**src/rtl/multicycle_control.sv**
```systemverilog
// -----------------------------------------------------------------------------
// multicycle_control
//
// Moore-style sequencer for a multi-cycle MIPS-subset datapath. Each
// instruction is stepped through fetch, decode, execute, memory and
// write-back. The shared ALU, memory port and register file are driven one
// phase at a time. The block also holds the architectural status flags
// (Z, N) and stalls on the memory ready handshake.
//
// Ports
//   clk, rst_n        rising-edge clock, asynchronous active-low reset
//   op, funct         opcode / funct fields of the instruction register
//   alu_zero, alu_neg live ALU zero flag and sign bit
//   mem_ready         memory completes the current access this cycle
//   pc_write*, pc_source, i_or_d, mem_read, mem_write, ir_write,
//   reg_dst, mem_to_reg, reg_write, alu_src_a, alu_src_b, alu_op
//                     datapath mux selects and enables
//   status_z/n        stored status flags
//   illegal           one-cycle pulse on an unsupported opcode
//   instr_done        one-cycle pulse when an instruction retires
//   state             current state (debug)
// -----------------------------------------------------------------------------
module multicycle_control (
    input  logic       clk,
    input  logic       rst_n,
    input  logic [5:0] op,
    input  logic [5:0] funct,
    input  logic       alu_zero,
    input  logic       alu_neg,
    input  logic       mem_ready,
    output logic       pc_write,
    output logic       pc_write_cond,
    output logic [1:0] pc_source,
    output logic       i_or_d,
    output logic       mem_read,
    output logic       mem_write,
    output logic       ir_write,
    output logic       reg_dst,
    output logic       mem_to_reg,
    output logic       reg_write,
    output logic       alu_src_a,
    output logic [1:0] alu_src_b,
    output logic [1:0] alu_op,
    output logic       status_z,
    output logic       status_n,
    output logic       illegal,
    output logic       instr_done,
    output logic [3:0] state
);

    typedef enum logic [3:0] {
        S_FETCH  = 4'd0,
        S_DECODE = 4'd1,
        S_MEMADR = 4'd2,
        S_MEMRD  = 4'd3,
        S_MEMWB  = 4'd4,
        S_MEMWR  = 4'd5,
        S_RTEXE  = 4'd6,
        S_RTWB   = 4'd7,
        S_BRANCH = 4'd8,
        S_JUMP   = 4'd9,
        S_JREG   = 4'd10
    } state_t;

    localparam logic [5:0] OP_RTYPE = 6'b000000;
    localparam logic [5:0] OP_LW    = 6'b100011;
    localparam logic [5:0] OP_SW    = 6'b101011;
    localparam logic [5:0] OP_BEQ   = 6'b000100;
    localparam logic [5:0] OP_BN    = 6'b100101;
    localparam logic [5:0] OP_J     = 6'b000010;
    localparam logic [5:0] FN_JR    = 6'b001000;

    state_t state_q, state_d;
    logic   status_z_q, status_z_d;
    logic   status_n_q, status_n_d;
    // ALU flags sampled at the end of RTEXE, committed to status in RTWB
    logic   flag_z_q, flag_z_d;
    logic   flag_n_q, flag_n_d;

    logic is_rtype, is_jr, is_lw, is_sw, is_beq, is_bn, is_j;

    assign is_rtype = (op == OP_RTYPE);
    assign is_jr    = is_rtype && (funct == FN_JR);
    assign is_lw    = (op == OP_LW);
    assign is_sw    = (op == OP_SW);
    assign is_beq   = (op == OP_BEQ);
    assign is_bn    = (op == OP_BN);
    assign is_j     = (op == OP_J);

    assign state    = state_q;
    assign status_z = status_z_q;
    assign status_n = status_n_q;

    always_ff @(posedge clk or negedge rst_n) begin
        if (!rst_n) begin
            state_q    <= S_FETCH;
            status_z_q <= 1'b0;
            status_n_q <= 1'b0;
            flag_z_q   <= 1'b0;
            flag_n_q   <= 1'b0;
        end else begin
            state_q    <= state_d;
            status_z_q <= status_z_d;
            status_n_q <= status_n_d;
            flag_z_q   <= flag_z_d;
            flag_n_q   <= flag_n_d;
        end
    end

    always_comb begin
        state_d       = state_q;
        status_z_d    = status_z_q;
        status_n_d    = status_n_q;
        flag_z_d      = flag_z_q;
        flag_n_d      = flag_n_q;
        pc_write      = 1'b0;
        pc_write_cond = 1'b0;
        pc_source     = 2'b00;
        i_or_d        = 1'b0;
        mem_read      = 1'b0;
        mem_write     = 1'b0;
        ir_write      = 1'b0;
        reg_dst       = 1'b0;
        mem_to_reg    = 1'b0;
        reg_write     = 1'b0;
        alu_src_a     = 1'b0;
        alu_src_b     = 2'b00;
        alu_op        = 2'b00;
        illegal       = 1'b0;
        instr_done    = 1'b0;

        case (state_q)
            S_FETCH: begin
                mem_read  = 1'b1;
                alu_src_b = 2'b01;
                // IR and PC load only in the cycle the memory delivers
                if (mem_ready) begin
                    ir_write = 1'b1;
                    pc_write = 1'b1;
                    state_d  = S_DECODE;
                end
            end
            S_DECODE: begin
                // ALU precomputes PC + (imm << 2) for a possible branch
                alu_src_b = 2'b11;
                if (is_lw || is_sw)       state_d = S_MEMADR;
                else if (is_jr)           state_d = S_JREG;
                else if (is_rtype)        state_d = S_RTEXE;
                else if (is_beq || is_bn) state_d = S_BRANCH;
                else if (is_j)            state_d = S_JUMP;
                else begin
                    illegal = 1'b1;
                    state_d = S_FETCH;
                end
            end
            S_MEMADR: begin
                alu_src_a = 1'b1;
                alu_src_b = 2'b10;
                state_d   = is_sw ? S_MEMWR : S_MEMRD;
            end
            S_MEMRD: begin
                mem_read = 1'b1;
                i_or_d   = 1'b1;
                if (mem_ready) state_d = S_MEMWB;
            end
            S_MEMWB: begin
                reg_write  = 1'b1;
                mem_to_reg = 1'b1;
                instr_done = 1'b1;
                state_d    = S_FETCH;
            end
            S_MEMWR: begin
                mem_write = 1'b1;
                i_or_d    = 1'b1;
                if (mem_ready) begin
                    instr_done = 1'b1;
                    state_d    = S_FETCH;
                end
            end
            S_RTEXE: begin
                alu_src_a = 1'b1;
                alu_op    = 2'b10;
                flag_z_d  = alu_zero;
                flag_n_d  = alu_neg;
                state_d   = S_RTWB;
            end
            S_RTWB: begin
                reg_write  = 1'b1;
                reg_dst    = 1'b1;
                instr_done = 1'b1;
                status_z_d = flag_z_q;
                status_n_d = flag_n_q;
                state_d    = S_FETCH;
            end
            S_BRANCH: begin
                alu_src_a  = 1'b1;
                alu_op     = 2'b01;
                pc_source  = 2'b01;
                // bn decides from the stored N flag; beq lets the datapath
                // gate the load with the live zero result
                if (is_bn) pc_write      = status_n_q;
                else       pc_write_cond = 1'b1;
                instr_done = 1'b1;
                state_d    = S_FETCH;
            end
            S_JUMP: begin
                pc_write   = 1'b1;
                pc_source  = 2'b10;
                instr_done = 1'b1;
                state_d    = S_FETCH;
            end
            S_JREG: begin
                pc_write   = 1'b1;
                pc_source  = 2'b11;
                instr_done = 1'b1;
                state_d    = S_FETCH;
            end
            default: begin
                state_d = S_FETCH;
            end
        endcase

        // Strobes are held low for the whole reset interval so that no write
        // can complete after rst_n falls, even before the state flop clears.
        if (!rst_n) begin
            pc_write      = 1'b0;
            pc_write_cond = 1'b0;
            mem_read      = 1'b0;
            mem_write     = 1'b0;
            ir_write      = 1'b0;
            reg_write     = 1'b0;
            illegal       = 1'b0;
            instr_done    = 1'b0;
        end
    end

endmodule

```
**config.mk**
```make
export PLATFORM = sky130hd
export DESIGN_NAME = multicycle_control
export DESIGN_NICKNAME = d
export VERILOG_FILES = /design/src/rtl/multicycle_control.sv
export SDC_FILE = /design/constraint.sdc
export NUM_CORES = 1
export LEC_CHECK = 0
export BUFFER_PORTS_ARGS = -buffer_cell sky130_fd_sc_hd__buf_2
export CAP_MARGIN = 5
export CORE_MARGIN = 2
export CORE_UTILIZATION = 47
export CTS_BUF_LIST = sky130_fd_sc_hd__clkbuf_16
export CTS_CLUSTER_SIZE = 14
export DETAILED_ROUTE_END_ITERATION = 6
export PLACE_DENSITY = 0.88
export SYNTH_ARGS = -nofsm -noshare
export SYNTH_HDL_FRONTEND = slang
export SYNTH_SLANG_ARGS = --single-unit
```
**constraint.sdc**
```tcl
create_clock -name clk -period 3.9 [get_ports clk]
set_input_delay 0.39 -clock clk [delete_from_list [all_inputs] [get_ports clk]]
set_output_delay 0.39 -clock clk [all_outputs]
set_load 0.03 [all_outputs]
```
# [Word level (Yosys, flattened, before mapping)]
# Cells that the tools add are included.
[totals] reg_bits=8 output_inout_bits=24
[classes] n_eq_ne=19 n_reduce_logical=12 n_mux=41
[op_table] operator="2-to-1 mux 4 bit" count=8
[op_table] operator="2-to-1 mux 1 bit" count=26
[op_table] operator="one-hot mux 4 bit (6 select lines)" count=1
[op_table] operator="== test 6 bit (second input constant)" count=3
[op_table] operator="== test 4 x 3 -> 1 bit (second input constant)" count=4
[op_table] operator="== test 4 bit (second input constant)" count=3
[op_table] operator="one-hot mux 2 bit (3 select lines)" count=2
[op_table] operator="== test 4 x 2 -> 1 bit (second input constant)" count=2
[op_table] operator="OR reduction 2 bit" count=4
[op_table] operator="== test 6 x 2 -> 1 bit (second input constant)" count=1
[op_table] operator="== test 6 x 3 -> 1 bit (second input constant)" count=1
[op_table] operator="== test 6 x 4 -> 1 bit (second input constant)" count=1
[op_table] operator="logical NOT 6 bit" count=1
[op_table] operator="inequality test 2 bit (second input constant)" count=3
[op_table] operator="OR reduction 5 bit" count=1
[op_table] operator="== test 4 x 1 -> 1 bit (second input constant)" count=1
[op_table] operator="logical NOT 4 bit" count=1
[op_table] operator="one-hot mux 2 bit (2 select lines)" count=1
[op_table] operator="2-to-1 mux 3 bit" count=1
[op_table] operator="one-hot mux 1 bit (3 select lines)" count=1
[op_table] operator="AND reduction 3 bit" count=1
[op_table] operator="OR reduction 3 bit" count=1
[op_table] operator="logical OR 1 bit" count=2
[op_table] operator="one-hot mux 1 bit (2 select lines)" count=1
[op_table] operator="logical AND 1 bit" count=1

# [Longest topological paths before layout]
[depth] word_depth=8 ltp_mapped=6 ltp_nobuf=5

# [Worst setup path after synthesis]
# No wires, ideal clock.
[synth_timing] path_type="reg2out" start="register state_q[0], in the netlist state[0]" end="output port pc_write_cond" path_buffers=2 setup_slack_ps=1263 required_time_ps=3510 path_stages_with_launch=6 arrival_ps=2247 path_cell_list="dfrtp_1 -> buf_4 -> clkbuf_1 -> nor3_1 -> nand2_1 -> a21oi_1"
[synth_between] elab_chain_cells=3
[synth_lines] element="start: declaration" line_no="73" text="state_t state_q, state_d;"
[synth_lines] element="start signal: assignment" line_no="102" text="state_q <= state_d;"
[synth_lines] element="== test 4 bit" line_no="132" text="case (state_q)"
[synth_lines] element="2-to-1 mux 1 bit" line_no="132"
[synth_lines] element="2-to-1 mux 1 bit" line_no="225" text="if (!rst_n) begin"
[synth_lines] element="end: declaration" line_no="32" text="output logic pc_write_cond,"
# Every way passes these cells.

# [Worst setup path in the final report]
[layout_timing] start="register state_q[2], in the netlist state[2]" end="output port pc_write"
[layout_between] elab_chain_cells=4 elab_cells_between_ends=7 cone_classes="eq/ne (3); mux (2); reduce/logical (2)"
[layout_lines] element="== test 4 bit" line_no="132"
[layout_lines] element="OR reduction 2 bit (no source line)"
[layout_lines] element="one-hot mux 1 bit (3 select lines) (*)" line_no="132"
[layout_lines] element="2-to-1 mux 1 bit (*)" line_no="225"
[layout_lines] element="end: declaration" line_no="31" text="output logic pc_write,"
# Mark *: on every way between the ends. The rest lies on a longest branch, timed or not.

==> flow_summary.yaml <==
drt:
  wl_per_cell_um: 14.7
  drc_errors: 0
  dr.pass1.iters: 4
  routed_via_density: 6.10
  drtIter0Drc: 35
  vias: 897
  postRouteAntennaNets: 0
  routed_wl_mm: 2.16
layout:
  num_antenna_cells: 0
  layout_common_cells: "buf_2, nor2_1, dfrtp_1"
  finalNonFillerCells: 147
  layout.nets: 150
  fillCellCount: 128
  fin_util_pct: 66.6
  fin_area_um2: 1000
  syn_to_final_growth_pct: 32.1
  layout_commonest_cell: "buf_2"
  drive_gt1_share_pct: 41.2
floorplanning:
  initial_core_util_pct: 50.4
  core_area_um2: 1510
  ios: 41
  die_area_um2: 1950
  die_h_um: 44.2
  die_x_um: 44.2
  rows: 14
sta:
  setup_violations: 0
  finalCritPeriodShare_pct: 64.7
  finClkSkew_ns: 0.00403
  slew_violations: 0
  holdWs_ns: 0.0271
  setup_ws_ns: 1.38
  hold_violations: 0
  min_period_ns: 2.52
  max_freq_mhz: 396
  slew_headroom_pct: 62.7
  rsz0062_at_grt: "no"
  worst_slew_pin_slew_ns: 0.560
  final.setup.tns_ns: 0
place:
  place_hpwl_mm: 1.57
  gp_congestion: 0.871
  placed_area_um2: 928
  place_inst: 144
  io_buffers: 40
  place_ws_ns: 1.67
logic_synthesis:
  synth_edf_count: 0
  ys_warn_count: 0
  synth-main-ff-cell: "dfrtp_1"
  ys_ff_latch: 8
  netlist_area_um2: 759
  synth_cell_type_count: 43
  syn_avg_cell_area_um2: 8.08
  synth_nets: 111
  synth_cells: 94
  synthArstFlopShare_pct: 100
  yosysSeqAreaShare_pct: 26.4
global_routing:
  grt_pass1_wl_mm: 3.31
  grt_overflow: 0
  grt_usage_pct: 23.7
  grt_max_degree: 20
  grt_pass1_vias: 802
  antenna_found_initial: 0
clock_tree:
  postCtsHoldBufs: 0
  clkLatencyLatePin_ns: 0.24
  cts.sinks: 8
  clock-root-buffer: "clkbuf_16"
  tritoncts: "yes"
  clockBufferDepth: 2
  ctsResizeCount: 0
  numCtsBuffers: 3
  clk_pin_slew_ns: 0.04
  cts_setup_buffers: 0
  htree_levels: 1
setup_path:
  critPathMaxStageDelay_ns: 0.60
  crit_fanout: 13
  worstSetupPathType: "reg2out"
  cp-end-kind: "output pin"
  cp.required_ns: 3.51
  r2r_cells: 4
  path_cells: "clkinv_1, and4_1, a211oi_1, o31ai_1, and3_1, buf_2"
  cp.arrival_ns: 2.13
  r2r-start: "state[2]"
  path_delay_family: "flip-flops"
  crit_slowest_cell: "dfrtp_1"
  critPathLaunch: "state[2]"
  reg2reg_slack_ns: 1.91
  crit_buf_inv: 2
  start_kind: "flop"
  reg2reg_to: "flag_n_q"
pwr:
  ir_drop_mv: 0.390
  p_leak_nw: 0.521
  p_total_uw: 612
  power_density_nw_per_um2: 610
status:
  status: "complete, no violations"
flow_run:
  cap_viol_max_count: 0
min_path:
  hp-class: "in2async"
## how the worst max path moves through the flow
stage,endpoint,slack [ns],depth (start not counted)
after floorplan,pc_write_cond,1.26,5
after global placement,pc_write,1.79,6
after CTS,pc_write,1.38,6
after global routing,pc_write,1.14,6
final,pc_write,1.38,6
after detailed placement,pc_write,1.67,6
## cells in the mapped netlist (2+ instances only)
library cell	n	share of area, %
nor3_1	5	3.3
o21ai_0	5	3.3
nand3_1	3	2.0
dfrtp_1	8	26
nor4_1	2	1.6
nand3b_1	2	2.0
buf_4	3	3.0
nor2_1	14	6.9
nor2b_1	3	2.5
nand2_1	7	3.5
a21oi_1	4	2.6
a211oi_1	2	2.0
and3_1	3	2.5
mux2_2	4	5.9
## registers in the layout, summed over array words and instances (netlist names)
register,flops
state,4
flag_n_q,1
flag_z_q,1
status_n,1
status_z,1
## layer usage
layer  vias to the layer above  track usage (%)  routed length (um)  share of wire [%]
li1                        425                -                   -                  -
met5                         -                0                   0                  0
met4                         0             11.5                  58                2.7
met2                        45             38.8                1070                 50
met3                         6             6.94                 168                7.8
met1                       421             28.5                 864                 40
## power by group
part / total, mW / switching (mW) / internal [mW]
Combinational: 0.291 / 0.191 / 0.100
Sequential: 0.147 / 0.0495 / 0.0975
Clock: 0.174 / 0.0417 / 0.132
## cells by family after synthesis
| group | count (synthesis) | share of synthesized area [%] |
|---|---|---|
| muxes | 4 | 5.93 |
| AOI/OAI and AO/OA | 18 | 15.2 |
| DFF | 8 | 26.4 |
| buffers and inverters | 8 | 7.74 |
| and+or+nand+nor | 55 | 43.7 |
| xor gates and xnor gates | 1 | 1.15 |
## cell type report
| class | count | area (um^2) | share of cell area, % |
|---|---|---|---|
| clock buffer | 3 | 75.1 | 7.48 |
| multi-input combinational | 78 | 500 | 49.9 |
| timing repair buffer | 40 | 200 | 20.0 |
| tap | 16 | 20.0 | 2.00 |
| sequential | 8 | 200 | 20.0 |
| inverter | 2 | 7.51 | 0.748 |
## worst register-to-register path: stages (launching register included)
cell,delay (ns)
dfrtp_1,0.60
clkinv_1,0.36
nor2_1,0.33
and2_1,0.23
mux2_2,0.34
No activity file was read; power rests on OpenSTA's default activity.
